==> src/rtl/pld_scr_pkg.sv <==
// Shared constants for the pld_scr payload scrambler: rate codes, N_DBPS values,
// field lengths, default seed and FSM state encodings.
package pld_scr_pkg;

    localparam logic [3:0] RATE_6  = 4'b1101;
    localparam logic [3:0] RATE_9  = 4'b1111;
    localparam logic [3:0] RATE_12 = 4'b0101;
    localparam logic [3:0] RATE_18 = 4'b0111;
    localparam logic [3:0] RATE_24 = 4'b1001;
    localparam logic [3:0] RATE_36 = 4'b1011;
    localparam logic [3:0] RATE_48 = 4'b0001;
    localparam logic [3:0] RATE_54 = 4'b0011;

    localparam logic [7:0] NDBPS_6  = 8'd24;
    localparam logic [7:0] NDBPS_9  = 8'd36;
    localparam logic [7:0] NDBPS_12 = 8'd48;
    localparam logic [7:0] NDBPS_18 = 8'd72;
    localparam logic [7:0] NDBPS_24 = 8'd96;
    localparam logic [7:0] NDBPS_36 = 8'd144;
    localparam logic [7:0] NDBPS_48 = 8'd192;
    localparam logic [7:0] NDBPS_54 = 8'd216;

    localparam int SERVICE_LEN = 16;
    localparam int TAIL_LEN    = 6;

    localparam logic [6:0] SEED_DEF_VAL = 7'h5D;

    localparam logic [2:0] ST_IDLE    = 3'd0;
    localparam logic [2:0] ST_SERVICE = 3'd1;
    localparam logic [2:0] ST_DATA    = 3'd2;
    localparam logic [2:0] ST_TAIL    = 3'd3;
    localparam logic [2:0] ST_PAD     = 3'd4;

    // Seed sequence never visits 0, which would lock the LFSR
    function automatic logic [6:0] next_seed(input logic [6:0] s);
        return (s == 7'h7F) ? 7'h01 : s + 7'h01;
    endfunction

endpackage

==> src/rtl/pld_scr_lfsr.sv <==
// scr_lfsr: 7-bit x^7+x^4+1 scrambler LFSR with synchronous load and advance.
module scr_lfsr (
    input  logic       clk,
    input  logic       rst,
    input  logic       load,
    input  logic [6:0] seed,
    input  logic       adv,
    output logic       fb
);

    logic [6:0] s;

    assign fb = s[6] ^ s[3];

    always_ff @(posedge clk or negedge rst) begin
        if (!rst) begin
            s <= '0;
        end else if (load) begin
            s <= seed;
        end else if (adv) begin
            s <= {s[5:0], fb};
        end
    end

endmodule

==> src/rtl/pld_scr.sv <==
// pld_scr: builds and scrambles the DATA field (SERVICE, PSDU, tail, pad), one bit per clock.
// Optional macro PLD_SCR_AUTO_SEED_EN replaces the seed port with an internal rolling seed.
module pld_scr
    import pld_scr_pkg::*;
#(
    parameter logic [6:0] SEED_DEF = SEED_DEF_VAL,
    parameter int          LEN_W    = 16
) (
    input  logic             clk,
    input  logic             rst,
    input  logic             start,
    input  logic [LEN_W-1:0] len,
    input  logic [3:0]       rate,
    input  logic [6:0]       seed,
    input  logic             di,
    input  logic             di_vld,
    output logic             di_rdy,
    output logic             dout,
    output logic             do_vld,
    output logic             busy,
    output logic             done,
    output logic             err
);

    // state   | meaning
    // IDLE    | waiting for a legal start
    // SERVICE | 16 scrambled zeros
    // DATA    | scrambling accepted PSDU bits, stalls on !di_vld
    // TAIL    | 6 unscrambled zeros, LFSR keeps running
    // PAD     | scrambled zeros until the symbol counter wraps

    localparam int CNT_W = LEN_W + 3;

    logic [2:0]       state, state_d;
    logic [CNT_W-1:0] cnt, cnt_d;
    logic [7:0]       sc, sc_nxt;
    logic [7:0]       ndbps_q, ndbps_dec;
    logic [LEN_W-1:0] len_q;
    logic             rate_ok, seed_ok, start_ok;
    logic [6:0]       seed_use;
    logic             emit, bit_in, scr_en, fin, accept, fb;

    always_comb begin
        ndbps_dec = '0;
        rate_ok   = 1'b1;
        case (rate)
            RATE_6:  ndbps_dec = NDBPS_6;
            RATE_9:  ndbps_dec = NDBPS_9;
            RATE_12: ndbps_dec = NDBPS_12;
            RATE_18: ndbps_dec = NDBPS_18;
            RATE_24: ndbps_dec = NDBPS_24;
            RATE_36: ndbps_dec = NDBPS_36;
            RATE_48: ndbps_dec = NDBPS_48;
            RATE_54: ndbps_dec = NDBPS_54;
            default: rate_ok   = 1'b0;
        endcase
    end

`ifdef PLD_SCR_AUTO_SEED_EN
    logic [6:0] seed_q;
    logic       unused_seed;

    always_ff @(posedge clk or negedge rst) begin
        if (!rst) begin
            seed_q <= SEED_DEF;
        end else if (fin) begin
            seed_q <= next_seed(seed_q);
        end
    end

    assign seed_use    = seed_q;
    assign seed_ok     = 1'b1;
    assign unused_seed = ^seed;
`else
    logic unused_seed_def;

    assign seed_use        = seed;
    assign seed_ok         = |seed;
    assign unused_seed_def = ^SEED_DEF;
`endif

    assign start_ok = rate_ok && (len != '0) && seed_ok;
    assign busy     = (state != ST_IDLE) || done;
    assign di_rdy   = (state == ST_DATA);
    assign sc_nxt   = (sc == ndbps_q - 8'd1) ? 8'd0 : sc + 8'd1;

    scr_lfsr u_lfsr (
        .clk  (clk),
        .rst  (rst),
        .load (accept),
        .seed (seed_use),
        .adv  (emit),
        .fb   (fb)
    );

    always_comb begin
        state_d = state;
        cnt_d   = cnt;
        emit    = 1'b0;
        bit_in  = 1'b0;
        scr_en  = 1'b1;
        fin     = 1'b0;
        accept  = 1'b0;
        case (state)
            ST_IDLE: begin
                if (start && !busy && start_ok) begin
                    accept  = 1'b1;
                    state_d = ST_SERVICE;
                    cnt_d   = CNT_W'(SERVICE_LEN - 1);
                end
            end
            ST_SERVICE: begin
                emit = 1'b1;
                if (cnt == '0) begin
                    state_d = ST_DATA;
                    cnt_d   = {len_q, 3'b000} - CNT_W'(1);
                end else begin
                    cnt_d = cnt - CNT_W'(1);
                end
            end
            ST_DATA: begin
                if (di_vld) begin
                    emit   = 1'b1;
                    bit_in = di;
                    if (cnt == '0) begin
                        state_d = ST_TAIL;
                        cnt_d   = CNT_W'(TAIL_LEN - 1);
                    end else begin
                        cnt_d = cnt - CNT_W'(1);
                    end
                end
            end
            ST_TAIL: begin
                emit   = 1'b1;
                scr_en = 1'b0;
                if (cnt == '0) begin
                    // Tail landing exactly on a symbol boundary skips PAD
                    if (sc_nxt == 8'd0) begin
                        state_d = ST_IDLE;
                        fin     = 1'b1;
                    end else begin
                        state_d = ST_PAD;
                    end
                end else begin
                    cnt_d = cnt - CNT_W'(1);
                end
            end
            ST_PAD: begin
                emit = 1'b1;
                if (sc_nxt == 8'd0) begin
                    state_d = ST_IDLE;
                    fin     = 1'b1;
                end
            end
            default: state_d = ST_IDLE;
        endcase
    end

    always_ff @(posedge clk or negedge rst) begin
        if (!rst) begin
            state   <= ST_IDLE;
            cnt     <= '0;
            sc      <= '0;
            ndbps_q <= '0;
            len_q   <= '0;
            dout    <= 1'b0;
            do_vld  <= 1'b0;
            done    <= 1'b0;
            err     <= 1'b0;
        end else begin
            state  <= state_d;
            cnt    <= cnt_d;
            do_vld <= emit;
            dout   <= emit & (scr_en ? (bit_in ^ fb) : bit_in);
            done   <= fin;
            if (accept) begin
                len_q   <= len;
                ndbps_q <= ndbps_dec;
                sc      <= '0;
            end else if (emit) begin
                sc <= sc_nxt;
            end
            if (start && !busy) begin
                err <= !start_ok;
            end
        end
    end

endmodule
==> config.mk <==
export PLATFORM = sky130hd
export DESIGN_NAME = pld_scr
export DESIGN_NICKNAME = d
export VERILOG_FILES = /design/src/rtl/pld_scr_pkg.sv /design/src/rtl/pld_scr_lfsr.sv /design/src/rtl/pld_scr.sv
export SDC_FILE = /design/constraint.sdc
export NUM_CORES = 1
export LEC_CHECK = 0
export ABC_AREA = 1
export BUFFER_PORTS_ARGS = -buffer_cell sky130_fd_sc_hd__buf_2
export CORE_UTILIZATION = 25
export CTS_BUF_LIST = sky130_fd_sc_hd__clkbuf_4 sky130_fd_sc_hd__clkbuf_8
export DETAILED_ROUTE_END_ITERATION = 16
export PLACE_DENSITY = 0.45
export SYNTH_ARGS = -nofsm -noshare
export SYNTH_HDL_FRONTEND = slang
export SYNTH_SLANG_ARGS = --single-unit
==> constraint.sdc <==
create_clock -name clk -period 2.15 [get_ports clk]
set_input_delay 0 -clock clk [delete_from_list [all_inputs] [get_ports clk]]
set_output_delay 0 -clock clk [all_outputs]
set_load 0.01 [all_outputs]
# Yosys cells after proc, flatten, opt, wreduce, memory -nomap -nowiden
# Index checks and enable logic that the tools add are counted.
dict set report totals {
  register_bits 65
  out_inout_bits 6
  elab_cells 87
}
dict set report classes {
  addsub 4
  eq_ne 20
  muxes 31
  bitwise 3
  n_reduce_logical 19
}
# operator count
set ops {}
lappend ops {{19-bit two-way mux} 5}
lappend ops {{19-bit one-hot mux with 4 select lines} 1}
lappend ops {{8-bit one-hot mux with 8 select lines} 1}
lappend ops {{19-bit by 1-bit subtractor with 19-bit output, second input constant} 2}
lappend ops {{8-bit two-way mux} 3}
lappend ops {{3-bit two-way mux} 7}
lappend ops {{19-bit logical NOT} 1}
lappend ops {{4-bit equality test, second input constant} 4}
lappend ops {{16-bit nonzero test} 1}
lappend ops {{3-bit one-hot mux with 5 select lines} 1}
lappend ops {{7-bit two-way mux} 2}
lappend ops {{2-bit inequality test, second input constant} 6}
lappend ops {{1-bit two-way mux} 9}
lappend ops {{8-bit by 1-bit adder with 8-bit output, second input constant} 1}
lappend ops {{4-bit by 3-bit equality test with 1-bit output, second input constant} 2}
lappend ops {{8-bit equality test} 1}
lappend ops {{8-bit logical NOT} 1}
lappend ops {{8-bit OR reduction} 1}
lappend ops {{8-bit by 1-bit subtractor with 8-bit output, second input constant} 1}
lappend ops {{7-bit OR reduction} 1}
lappend ops {{3-bit by 2-bit equality test with 1-bit output, second input constant} 2}
lappend ops {{6-bit AND reduction} 1}
lappend ops {{4-bit by 1-bit equality test with 1-bit output, second input constant} 1}
lappend ops {{4-bit by 2-bit equality test with 1-bit output, second input constant} 1}
lappend ops {{15 further kinds} 21}

# Logic depth before layout (Yosys ltp)
# Gate-level depths: netlist (run 1).
dict set report logic_depth {
  depth_word 9
  depth_mapped 15
  mapped_depth_nobuf 15
}

# Cells and area by module
# From an unflattened synthesis (run 1), not the netlist that was laid out.
dict set report hier_totals {
  cells_unflattened 598
  hier_area_um2 4151.5
}
# module n_inst cells_each area_each_um2 seq_area_each_um2
set by_module_without_submodules {}
lappend by_module_without_submodules {pld_scr 1 553 3793.6 1401.3}
lappend by_module_without_submodules {scr_lfsr 1 45 357.8 175.2}

# Worst setup path before layout (run 1)
# OpenSTA, ideal clock, no wires.
dict set report synth_timing {
  kind {register to register}
  from {reg ndbps_q[2]}
  to {reg state[1]}
  t_arrival_ps 1729
  t_required_ps 2033
  setup_slack_ps 304
  path_stages_with_launch 15
  path_buffers 0
  synth_period_minus_slack_ps 1846
  cell_sequence {dfrtp_1 -> inv_1 -> ha_1 -> xnor2_1 -> inv_1 -> nand2_1 -> nand2_1 -> nor2_1 -> nand2_2 -> o21ai_0 -> nand2_1 -> o21ai_2 -> nand2_1 -> nand2_1 -> nand2_1}
}
dict set report synth_between {
  elab_chain_cells 6
}
# item line_no
set synth_lines {}
lappend synth_lines {{start: declaration} pld_scr.sv:37} ;# logic [7:0] ndbps_q, ndbps_dec;
lappend synth_lines {{start signal: assignment} pld_scr.sv:178} ;# ndbps_q <= ndbps_dec;
lappend synth_lines {{8-bit by 1-bit subtractor with 8-bit output} pld_scr.sv:85} ;# assign sc_nxt = (sc == ndbps_q - 8'd1) ? 8'd0 : sc + 8'd1;
lappend synth_lines {{8-bit equality test} pld_scr.sv:85}
lappend synth_lines {{8-bit two-way mux} pld_scr.sv:85}
lappend synth_lines {{8-bit logical NOT} pld_scr.sv:150} ;# if (sc_nxt == 8'd0) begin
lappend synth_lines {{2-bit inequality test (no source line)} -}
lappend synth_lines {{6-bit AND reduction (no source line)} -}
lappend synth_lines {{end signal: assignment} pld_scr.sv:171} ;# state <= state_d;
lappend synth_lines {{end: declaration} pld_scr.sv:34} ;# logic [2:0] state, state_d;
# Every way passes these cells.
# A chain may end at the register's enable or synchronous reset.

# Worst setup path after layout (run 1)
dict set report layout_timing {
  from {reg cnt[9]}
  to {reg cnt[17]}
}
dict set report layout_between {
  elab_chain_cells 4
  word_cells_on_any_way 9
  cone_classes {add/sub (1); eq/ne (1); mux (5); reduce/logical (2)}
}
# item line_no
set layout_lines {}
lappend layout_lines {{start: declaration} pld_scr.sv:35} ;# logic [CNT_W-1:0] cnt, cnt_d;
lappend layout_lines {{start signal: assignment} pld_scr.sv:172} ;# cnt <= cnt_d;
lappend layout_lines {{19-bit by 1-bit subtractor with 19-bit output or 19-bit logical NOT (tied branches)} -}
lappend layout_lines {{19-bit two-way mux} pld_scr.sv:125} ;# if (cnt == '0) begin
lappend layout_lines {{19-bit two-way mux} pld_scr.sv:122} ;# if (di_vld) begin
lappend layout_lines {{19-bit one-hot mux with 4 select lines} pld_scr.sv:104} ;# case (state)
# Parallel ways exist; a longest one is shown, timed or not. The select of a mux whose other input is x is not followed.

==> metrics.md, run 1 <==
| Metric | Value |
|---|---|
| Status | completed |
| Synthesis-stage register bit count | 63 |
| Synthesized area | 4120 um^2 |
| PnR worst setup slack | 0.180 ns |
| # IOs | 38 |
| Total track usage | 0.148 |
| Vias per cell | 4.47 |
| Final Util | 0.329 |
| Final Skew | 0.00844 ns |
| Final setup viols | 0 |
| Unique masters post-synth | 42 |
| Die X | 130 um |
| Final std cells w/o fill | 888 |
| Period utilization | 0.916 |
| Length in cells of the worst reg-to-reg path | 12 |
| Drt initial violations | 168 |
| Syn Inst Count | 575 |
| Arr. time, crit path | 2.21 ns |
| Tot Pwr | 0.00744 W |
| Clock Latency Late Sink | 0.35 ns |
| Prevailing post-synth register cell | dfrtp_1 |
| Drt pass-1 iters | 4 |
| Synthesis Warnings | 0 |
| Leading area contributor after synthesis | dfrtp_1 |
| Diodes inserted | 0 |
| First-pass GRT wire length | 19200 um |
| WHS Path Cells | 4 |
| Worst slack, placed | 0.113 ns |
| Routed Antenna Nets | 0 |
| # rows | 46 |
| Share of cells above drive strength 1 | 0.171 |
| Synthesis-to-layout area growth | 27.5% |
| Pwr Density | 1410 nW/um^2 |
| Core area | 16000 um^2 |
| Nets | 703 |
| Post-synthesis net count | 611 |
| Initial Util | 0.258 |
| Drt total wl | 11500 um |
| Crit-path max FO | 6 |
| Final Hold Fails | 0 |
| Critical Path Sink Type | flip-flop |
| Design Area, Final | 5260 um^2 |
| Placed Cells | 841 |
| Fillers | 1816 |
| Initial antenna violation count | 0 |
| Clock buffer count from CTS | 9 |
| Max Freq | 508 MHz |
| Final min period | 1.97 ns |
| Area of the multi-input gates | 2200 um^2 |
| EDFF count, synth | 0 |
| Syn Area/Cell | 7.17 um^2 |
| Yosys top cell area share | 0.383 |
| H-tree Lvls | 3 |
| DRC | 0 |
| Worst-Margin Slew | 0.665 ns |
| CTS root buf | clkbuf_8 |
| Vias in the first global route | 3946 |
| Element type at the critical path start | flip-flop |
| Die H | 130 um |
| Clock net sink count | 63 |
| Post-synth ARST share | 1.00 |
| Leakage | 2.61 nW |
| Post-DP HPWL | 8840 um |
| Register area | 1580 um^2 |
| Max Slew Vio Count | 0 |
| Clock-pin slew on the worst setup and hold paths | 0.07 ns |
| CTS tree | done |
| Worst Hold Class | input port to flip-flop |
| Max cap viols | 0 |
| Drt wl/cell | 13.0 um |
| Routability congestion estimate | 0.873 |
| Kind of critical path | flip-flop to flip-flop |
| I/O Buffers | 37 |
| Total number of vias | 3967 |
| Grt total ovfl | 0 |
| Worst IR Drop VDD | 486 uV |
| Worst path required time | 2.39 ns |
| Sequential-to-total area share from yosys stat | 0.383 |
| Synth area leaders | dfrtp_1 (38%), nand2_1 (15%), inv_1 (6.1%) |
| Largest net degree at the start of global routing | 37 |
| Worst-case clock buffer depth | 2 |
| Worst slew margin | 0.557 |
| Die ar. | 17000 um^2 |
| Post-DP Area | 4710 um^2 |
==> stage by stage <==
step           setup TNS, ns  hold WS (ns)
3_5_place_dp               0        0.0701
2_1_floorplan              0        -0.296
5_1_grt              -0.0112        0.0591
4_1_cts                    0       0.00604
6_report                   0        0.0414
3_3_place_gp               0        0.0679
==> cell type report <==
cell class,instances,share of cell area
clock inverters,2,0.00714
flip-flops and latches,63,0.300
repair buffers,91,0.131
well taps,216,0.0514
multi-input cells,423,0.419
clock buffers,14,0.0343
inverters,79,0.0574
==> critical path: stages, from the launching register on <==
cell and delay [ns]:
dfrtp_1 0.44, nor2_1 0.22, nand2_1 0.11, nor2_1 0.21, nand3_4 0.16, buf_4 0.19, inv_6 0.06, o21ai_4 0.07
inv_2 0.11, or2_1 0.10, o21ai_0 0.08, nand2_1 0.06, nand2_1 0.05
==> worst paths after layout <==
kind | slack [ns] | endpoint | from
setup / recovery | 0.18 | cnt[17] | cnt[9]
min in group asynchronous | 0.23 | len_q[3] | rst
max in group asynchronous | 1.29 | len_q[13] | rst
setup reg to reg | 0.18 | cnt[17] | cnt[9]
hold reg to reg | 0.48 | u_lfsr.s[1] | u_lfsr.s[1]
hold / removal | 0.04 | ndbps_q[3] | rate[3]
==> logic make-up (layout without fill, tap and decap cells) <==
kind of cell	after synthesis	count (layout)	synth area share
simple gates	295	295	0.310
buf+inv	89	186	0.0886
compound gates	87	87	0.128
flops	63	63	0.383
xor+xnor	37	37	0.0786
fa+ha+maj	4	4	0.0121
==> per-layer routing <==
metal	routed length (um)	GRT usage	vias to the layer above
li1	-	-	2028
met1	5370	0.179	1887
met2	5600	0.249	42
met3	361	0.0440	10
met4	177	0.0507	0
met5	0	0	-
==> repair_timing <==
action / 4_1_cts / 5_1_grt
setup endpoints to repair: 0 / 7
endpoints found under the hold margin: 50 / 0
hold buffers: 29 / 0
setup buffers: 0 / 2
resized for setup: 0 / 7
==> layout by cell type, fill, tap and decap left out, types with 4 or more instances in the layout <==
| cell | instances |
|---|---|
| o21ai_0 | 45 |
| a21oi_1 | 8 |
| a22oi_1 | 9 |
| inv_1 | 65 |
| xor2_1 | 25 |
| nor3_1 | 14 |
| o211ai_1 | 4 |
| clkbuf_8 | 12 |
| dlygate4sd3_1 | 29 |
| nor2_1 | 56 |
| nand3_1 | 27 |
| o22ai_1 | 6 |
| nand2_1 | 166 |
| nor2_2 | 6 |
| buf_4 | 23 |
| inv_2 | 13 |
| buf_2 | 37 |
| dfrtp_1 | 63 |
| xnor2_1 | 11 |
| nor4_1 | 4 |
| nand4_1 | 6 |
==> where the power goes <==
part           internal (W)  switching [W]
registers           0.00168       0.000505
logic               0.00153        0.00258
clock network      0.000657       0.000474
total               0.00388        0.00356
==> Yosys cell counts, types with 4 or more instances <==
cell,count
nand4_1,6
o22ai_1,6
nor3_1,14
o211ai_1,4
nor4_1,4
o21ai_0,45
a21oi_1,8
inv_2,11
inv_1,67
nand3_1,27
nand2_1,166
dfrtp_1,63
nor2_2,4
nor2_1,58
xor2_1,25
xnor2_1,12
a22oi_1,9
ha_1,4
==> registers in the layout, indices dropped and copies added (netlist names) <==
name and cells:
dout 1, state 3, err 1, u_lfsr.s 7, len_q 16, done 1
cnt 19, sc 8, do_vld 1, ndbps_q 6
Note: power is estimated with default switching activity, not from simulation.
==> run 2, diff against run 1 <==
- ABC_AREA: 1 -> unset
- PLACE_DENSITY: 0.45 -> 0.52
==> run 2 against run 1 <==
Net effect: wire length fell by 7.3%; largest cell class unchanged; first-iteration DRC count rose by 14%; worst hold slack got worse by 0.0043 ns; the run now ends with setup timing left; flip-flop and latch count did not move; clock skew rose by 0.0063 ns; critical endpoint is now cnt[14].
==> metrics.md, run 2 <==
| Metric | Value |
|---|---|
| Status | complete, but fails checks |
| Failing checks | setup timing |
| Vias per cell | 4.91 (+10%) |
| Most frequent cells in the layout | nand2_1 (93), buf_4 (69), dfrtp_1 (63), buf_2 (37), nor2_1 (36) |
| Max Freq | 411 MHz (-19%) |
| PnR worst setup slack | -0.286 ns (-0.466 ns) |
| Sequential-to-total area share from yosys stat | 0.428 (+0.0459) |
| Diodes inserted | 0 (unchanged) |
| Largest net degree at the start of global routing | 41 (+11%) |
| M1 WL | 4910 um (-8.6%) |
| Drt total wl | 10700 um (-7.3%) |
| Grt total ovfl | 0 (unchanged) |
| Die ar. | 15200 um^2 (-11%) |
| Routed Antenna Nets | 0 (unchanged) |
| Synthesis-stage register bit count | 63 (unchanged) |
| Drt wl/cell | 14.1 um (+9.0%) |
| Cell breakdown of the critical path | or4_4 -> or4b_4 -> o31a_1 -> o21bai_4 -> o21ai_1 -> a221o_1 |
| Hold_sp | rate[2] |
| Setup crit start | cnt[10] |
| Period utilization | 1.13 (+0.217) |
| Max reg flops | 19 (unchanged) |
| Final Hold Fails | 0 (unchanged) |
| Arr. time, crit path | 2.66 ns (+0.45 ns) |
| Fin Setup TNS | -3.87 ns (-3.87 ns) |
| CTS tree | done |
| Leading cell type in the layout, fill and taps excluded | nand2_1 |
| Leading area contributor after synthesis | dfrtp_1 |
| Post-DP HPWL | 7770 um (-12%) |
| Core area | 14100 um^2 (-12%) |
| Clock Latency Late Sink | 0.35 ns (about the same) |
| Die H | 123 um (-5.4%) |
| Total track usage | 0.152 (+0.00413) |
| Total number of vias | 3709 (-6.5%) |
| DR WL met3 | 501 um (+39%) |
| Unique masters post-synth | 57 (+36%) |
| Clock buffer count from CTS | 9 (unchanged) |
| Syn Inst Count | 439 (-24%) |
| Synth area leaders | dfrtp_1 (43%), nand2_1 (9.7%), nor2_1 (3.9%) |
| Initial Util | 0.261 (+0.00347) |
| Drt pass-1 iters | 4 (unchanged) |
| Worst path required time | 2.38 ns (about the same) |
| # IOs | 38 (unchanged) |
| Synthesis Warnings | 0 (unchanged) |
| H-tree Lvls | 3 (unchanged) |
| Drt initial violations | 191 (+14%) |
| Final Util | 0.376 (+0.0472) |
| Top reg by flops | cnt |
| Worst IR Drop VDD | 499 uV (+2.7%) |
| Max cap viols | 0 (unchanged) |
| First-pass GRT wire length | 17700 um (-8.0%) |
| Leakage | 2.48 nW (-4.9%) |
| CP Buf/Inv Count | 0 (-3) |
| Worst slew margin | 0.604 (+0.0473) |
| EDFF count, synth | 0 (unchanged) |
| Highest Signal Layer | met4 |
| Worst-case clock buffer depth | 2 (unchanged) |
| Post-synthesis net count | 475 (-22%) |
| CP max stage delay | 0.54 ns (+0.10 ns) |
| Worst Hold Class | input port to flip-flop |
| RSZ-0062 raised after global routing | true |
| Clock net sink count | 63 (unchanged) |
| Max Slew Vio Count | 0 (unchanged) |
| Pwr Density | 1260 nW/um^2 (-11%) |
| Die X | 123 um (-5.4%) |
| Vias in the first global route | 3685 (-6.6%) |
| Critical Path Sink Type | flip-flop |
| Final min period | 2.44 ns (+0.466 ns) |
| Kind of critical path | flip-flop to flip-flop |
| CTS root buf | clkbuf_8 |
| Worst-Margin Slew | 0.594 ns (-0.0710 ns) |
| Most common cell in the netlist | nand2_1 |
| CP max stage cell | or4_4 |
| Share of cells above drive strength 1 | 0.304 (+0.133) |
| Fillers | 1449 (-20%) |
| Routed wl met2 | 5070 um (-9.5%) |
| Crit-path max FO | 4 (-2) |
| Initial antenna violation count | 0 (unchanged) |
| I/O Buffers | 37 (unchanged) |
| Post-synth ARST share | 1.00 (unchanged) |
| Synthesis-to-layout area growth | 43.9% |
| DRC | 0 (unchanged) |
| Synthesized area | 3680 um^2 (-11%) |
| Routability congestion estimate | 0.870 (-0.33%) |
| Cell family contributing the most delay on the critical path | simple AND/OR/NAND/NOR gates |
| Syn Area/Cell | 8.38 um^2 (+17%) |
| Prevailing post-synth register cell | dfrtp_1 |
| Top cells by count, synth | nand2_1 (95), dfrtp_1 (63), nor2_1 (38), nor3_1 (19), clkbuf_1 (17) |
| Nets | 607 (-14%) |
| # rows | 43 (-6.5%) |
| Clock-pin slew on the worst setup and hold paths | 0.08 ns (about the same) |
| Final Skew | 0.0147 ns (+0.00627 ns) |
| Element type at the critical path start | flip-flop |
| Largest regs | cnt (19), len_q (16), sc (8) |
| Final setup viols | 23 (+23) |
| Yosys top cell area share | 0.428 (+0.0459) |
| Reg-to-reg startpoint | cnt[10] |
## run 2: path summary, 6_finish.rpt
kind / depth (start not counted) / to / slack, ns
max: 6 / cnt[14] / -0.29
min: 3 / ndbps_q[4] / 0.04
max reg2reg: 6 / cnt[14] / -0.29
min reg2reg: 2 / u_lfsr.s[2] / 0.48
max in group asynchronous: 3 / cnt[14] / 1.34
min in group asynchronous: 2 / cnt[0] / 0.19
## run 2: logic make-up (layout without fill, tap and decap cells)
logic type	Yosys count	after routing	share of synthesized area
buffers and inverters	35	171	0.0391
adder cells (fa/ha/maj)	4	4	0.0136
flip-flops	63	63	0.428
multiplexers	4	4	0.0116
AND/OR/NAND/NOR	215	215	0.276
XOR/XNOR	23	23	0.0547
AO/OA/AOI/OAI	95	95	0.176
## run 2: worst register-to-register path, cell delays in order (launching register included)
cell and delay (ns):
dfrtp_1 0.38, or4_4 0.54, or4b_4 0.54, o31a_1 0.30
o21bai_4 0.15, o21ai_1 0.08, a221o_1 0.32
## run 2: what timing repair did
action                                  4_1_cts  5_1_grt
endpoints found under the hold margin        51        0
pin swaps                                     7        9
endpoints found under the setup margin       40       46
hold buffers                                 28        0
buffers inserted                              4        6
cloned                                        0        0
gates resized for setup                      30       21
## run 2: layer usage
metal | vias up | global-route usage
met2 | 82 | 0.247
met4 | 0 | 0.0602
met5 | - | 0
li1 | 1824 | -
met3 | 19 | 0.0277
met1 | 1784 | 0.199
## run 2: metrics by stage
step           setup WS, ns  power [W]  area (um^2)  hold WS [ns]  instances
2_1_floorplan        -0.387    0.00392         3700        -0.296        439
3_3_place_gp         -0.312    0.00511         4540        0.0308        703
3_5_place_dp         -0.414    0.00518         4540        0.0354        703
4_1_cts              -0.277    0.00657         5170        0.0185        750
5_1_grt              -0.352    0.00722         5300        0.0484        755
6_report             -0.286    0.00669         5300        0.0371        755
## run 2: power breakdown
group	total [W]	switching, W	internal [W]
registers	0.00203	0.000376	0.00166
clock network	0.00107	0.000465	0.000604
logic	0.00359	0.00186	0.00173
## run 2: cell type report
class	count	area (um^2)	area share
Multi-Input combinational cell	341	2150	0.406
Tap cell	180	225	0.0425
Clock inverter	3	42.5	0.00803
Timing Repair Buffer	143	1090	0.206
Clock buffer	12	159	0.0300
Sequential cell	63	1580	0.298
Inverter	13	48.8	0.00921
==> run 3, diff against run 2 <==
- CORE_MARGIN: unset -> 3
- REMOVE_ABC_BUFFERS: unset -> 1
==> run 3 against run 2 <==
Net effect: the flow still finishes with violations (setup timing); count of clock-buffer cells in the layout down 1; cell count down 0.66%; flip-flop and latch count unchanged; sequential share of layout area up 0.18 points; critical endpoint is now cnt[11].
==> metrics.md, run 3 (same netlist as run 2, synthesis figures left out) <==
| Metric | Value |
|---|---|
| Diodes inserted | 0 (unchanged) |
| Final Hold Fails | 0 (unchanged) |
| Drt pass-1 iters | 4 (unchanged) |
| Nets | 601 (-0.99%) |
| Cell family contributing the most delay on the critical path | simple AND/OR/NAND/NOR gates |
| Post-DP Area | 4510 um^2 (-0.61%) |
| Failing checks | setup timing |
| Die H | 127 um (+3.2%) |
| Status | complete, but fails checks |
| Final min period | 2.41 ns (-0.0234 ns) |
| Post-DP HPWL | 7830 um (+0.82%) |
| I/O Buffers | 37 (unchanged) |
| Total track usage | 0.136 (-0.0161) |
| Pwr Density | 1280 nW/um^2 (+1.4%) |
| Top reg by flops | cnt |
| Most frequent cells in the layout | nand2_1 (95), buf_4 (64), dfrtp_1 (63), buf_2 (37), nor2_1 (35) |
| CP max stage delay | 0.55 ns (about the same) |
| Leading cell type in the layout, fill and taps excluded | nand2_1 |
| Max Slew Vio Count | 0 (unchanged) |
| Clock-pin slew on the worst setup and hold paths | 0.08 ns (about the same) |
| CTS tree | done |
| Drt wl/cell | 14.5 um (+2.5%) |
| Period utilization | 1.12 (-0.0109) |
| CP Buf/Inv Count | 0 (unchanged) |
| Kind of critical path | flip-flop to flip-flop |
| Arr. time, crit path | 2.65 ns (about the same) |
| Clock net sink count | 63 (unchanged) |
| Max Freq | 415 MHz (+0.97%) |
| Die ar. | 16200 um^2 (+6.6%) |
| Max reg flops | 19 (unchanged) |
| Worst slew margin | 0.621 (+0.0169) |
| Critical Path Sink Type | flip-flop |
| RSZ-0062 raised after global routing | true |
| Drt initial violations | 116 (-39%) |
| PnR worst setup slack | -0.262 ns (+0.0234 ns) |
| Worst Hold Class | input port to flip-flop |
| Routed Antenna Nets | 0 (unchanged) |
| Largest net degree at the start of global routing | 26 (-37%) |
| Element type at the critical path start | flip-flop |
| H-tree Lvls | 3 (unchanged) |
| Drt total wl | 10900 um (+1.8%) |
| Worst IR Drop VDD | 487 uV (-2.4%) |
| Clock buffer count from CTS | 9 (unchanged) |
| Largest regs | cnt (19), len_q (16), sc (8) |
| # IOs | 38 (unchanged) |
| First-pass GRT wire length | 17900 um (+1.2%) |
| Worst path required time | 2.38 ns (about the same) |
| Design Area, Final | 5270 um^2 (-0.59%) |
| Final setup viols | 19 (-17%) |
| Grt total ovfl | 0 (unchanged) |
| Die X | 127 um (+3.2%) |
| Worst-Margin Slew | 0.567 ns (-0.0274 ns) |
| Vias per cell | 4.95 (+0.69%) |
| DRC | 0 (unchanged) |
| Routability congestion estimate | 0.866 (-0.49%) |
| Share of cells above drive strength 1 | 0.298 (-0.00610) |
| Total number of vias | 3710 (+0.027%) |
| Worst-case clock buffer depth | 2 (unchanged) |
| Clock Latency Late Sink | 0.35 ns (about the same) |
| CTS root buf | clkbuf_8 |
| Leakage | 2.43 nW (-1.9%) |
| Initial antenna violation count | 0 (unchanged) |
| Worst slack, placed | -0.429 ns (-0.0150 ns) |
| Synthesis-to-layout area growth | 43.1% |
| # rows | 43 (unchanged) |
| Initial Util | 0.260 (-0.000993) |
| Max cap viols | 0 (unchanged) |
| CP max stage cell | or4_4 |
| Cell breakdown of the critical path | or4_4 -> or4b_4 -> o31a_1 -> o21bai_4 -> o21ai_1 -> a221o_1 |
| Vias in the first global route | 3714 (+0.79%) |
| Final Util | 0.372 (-0.00364) |
| Crit-path max FO | 3 (-1) |
| Final Skew | 0.00951 ns (-0.00520 ns) |
| Core area | 14100 um^2 (+0.38%) |
==> run 3: changes by cell type in the layout (fill, tap and decap cells not counted), sizes merged <==
cell,before,now
buf,115,110
clkbuf,12,11
clkinv,1,3
dlygate4sd3,28,27
==> run 3: final timing paths <==
| kind | startpoint | endpoint | slack, ns | cells past startpoint |
|---|---|---|---|---|
| setup / recovery | cnt[10] | cnt[11] | -0.26 | 6 |
| hold / removal | di_vld | dout | 0.03 | 3 |
| setup reg to reg | cnt[10] | cnt[11] | -0.26 | 6 |
| hold reg to reg | u_lfsr.s[2] | u_lfsr.s[2] | 0.48 | 2 |
| max in group asynchronous | rst | len_q[8] | 1.26 | 3 |
| min in group asynchronous | rst | sc[6] | 0.17 | 2 |
==> run 3: per-stage QoR <==
stage | hold WS (ns) | std cells | setup TNS (ns) | total power, W
after floorplan | -0.296 | 417 | -21.12 | 0.00383
after global placement | 0.0229 | 701 | -5.77 | 0.00510
after detailed placement | 0.0287 | 701 | -6.59 | 0.00518
after CTS | 0.0106 | 749 | -3.65 | 0.00665
after global routing | 0.0376 | 750 | -5.26 | 0.00726
final | 0.0287 | 750 | -3.36 | 0.00675
==> run 3: report_power, final <==
group	leakage [nW]	total [W]	switching, W	internal (W)
Sequential	0.798	0.00204	0.000380	0.00166
Combinational	1.53	0.00362	0.00187	0.00175
Clock	0.105	0.00109	0.000492	0.000597
Total	2.43	0.00675	0.00274	0.00400
==> run 3: worst register-to-register path, stage by stage (launching register included) <==
cell,delay [ns]
dfrtp_1,0.38
or4_4,0.55
or4b_4,0.54
o31a_1,0.29
o21bai_4,0.17
o21ai_1,0.08
a221o_1,0.29
==> run 3: final cells by class <==
class	instances	area (um^2)
Fill cell	1458	8880
Multi-Input combinational cell	341	2140
Sequential cell	63	1580
Timing Repair Buffer	137	1060
Tap cell	180	225
Clock buffer	11	151
Clock inverter	5	56.3
Inverter	13	48.8
==> run 3: what timing repair did <==
action | 4_1_cts | 5_1_grt
cloned | 1 | 0
pin swaps | 20 | 11
endpoints found under the hold margin | 51 | 0
buffers inserted | 4 | 3
endpoints found under the setup margin | 42 | 52
resized for setup | 27 | 28
hold buffers | 27 | 0
==> run 3: routing by layer <==
layer	global-route usage	up-vias	share of wire
met5	0	-	0
li1	-	1813	-
met2	0.226	77	0.49
met4	0.0498	0	0.019
met3	0.0268	22	0.035
met1	0.175	1798	0.45
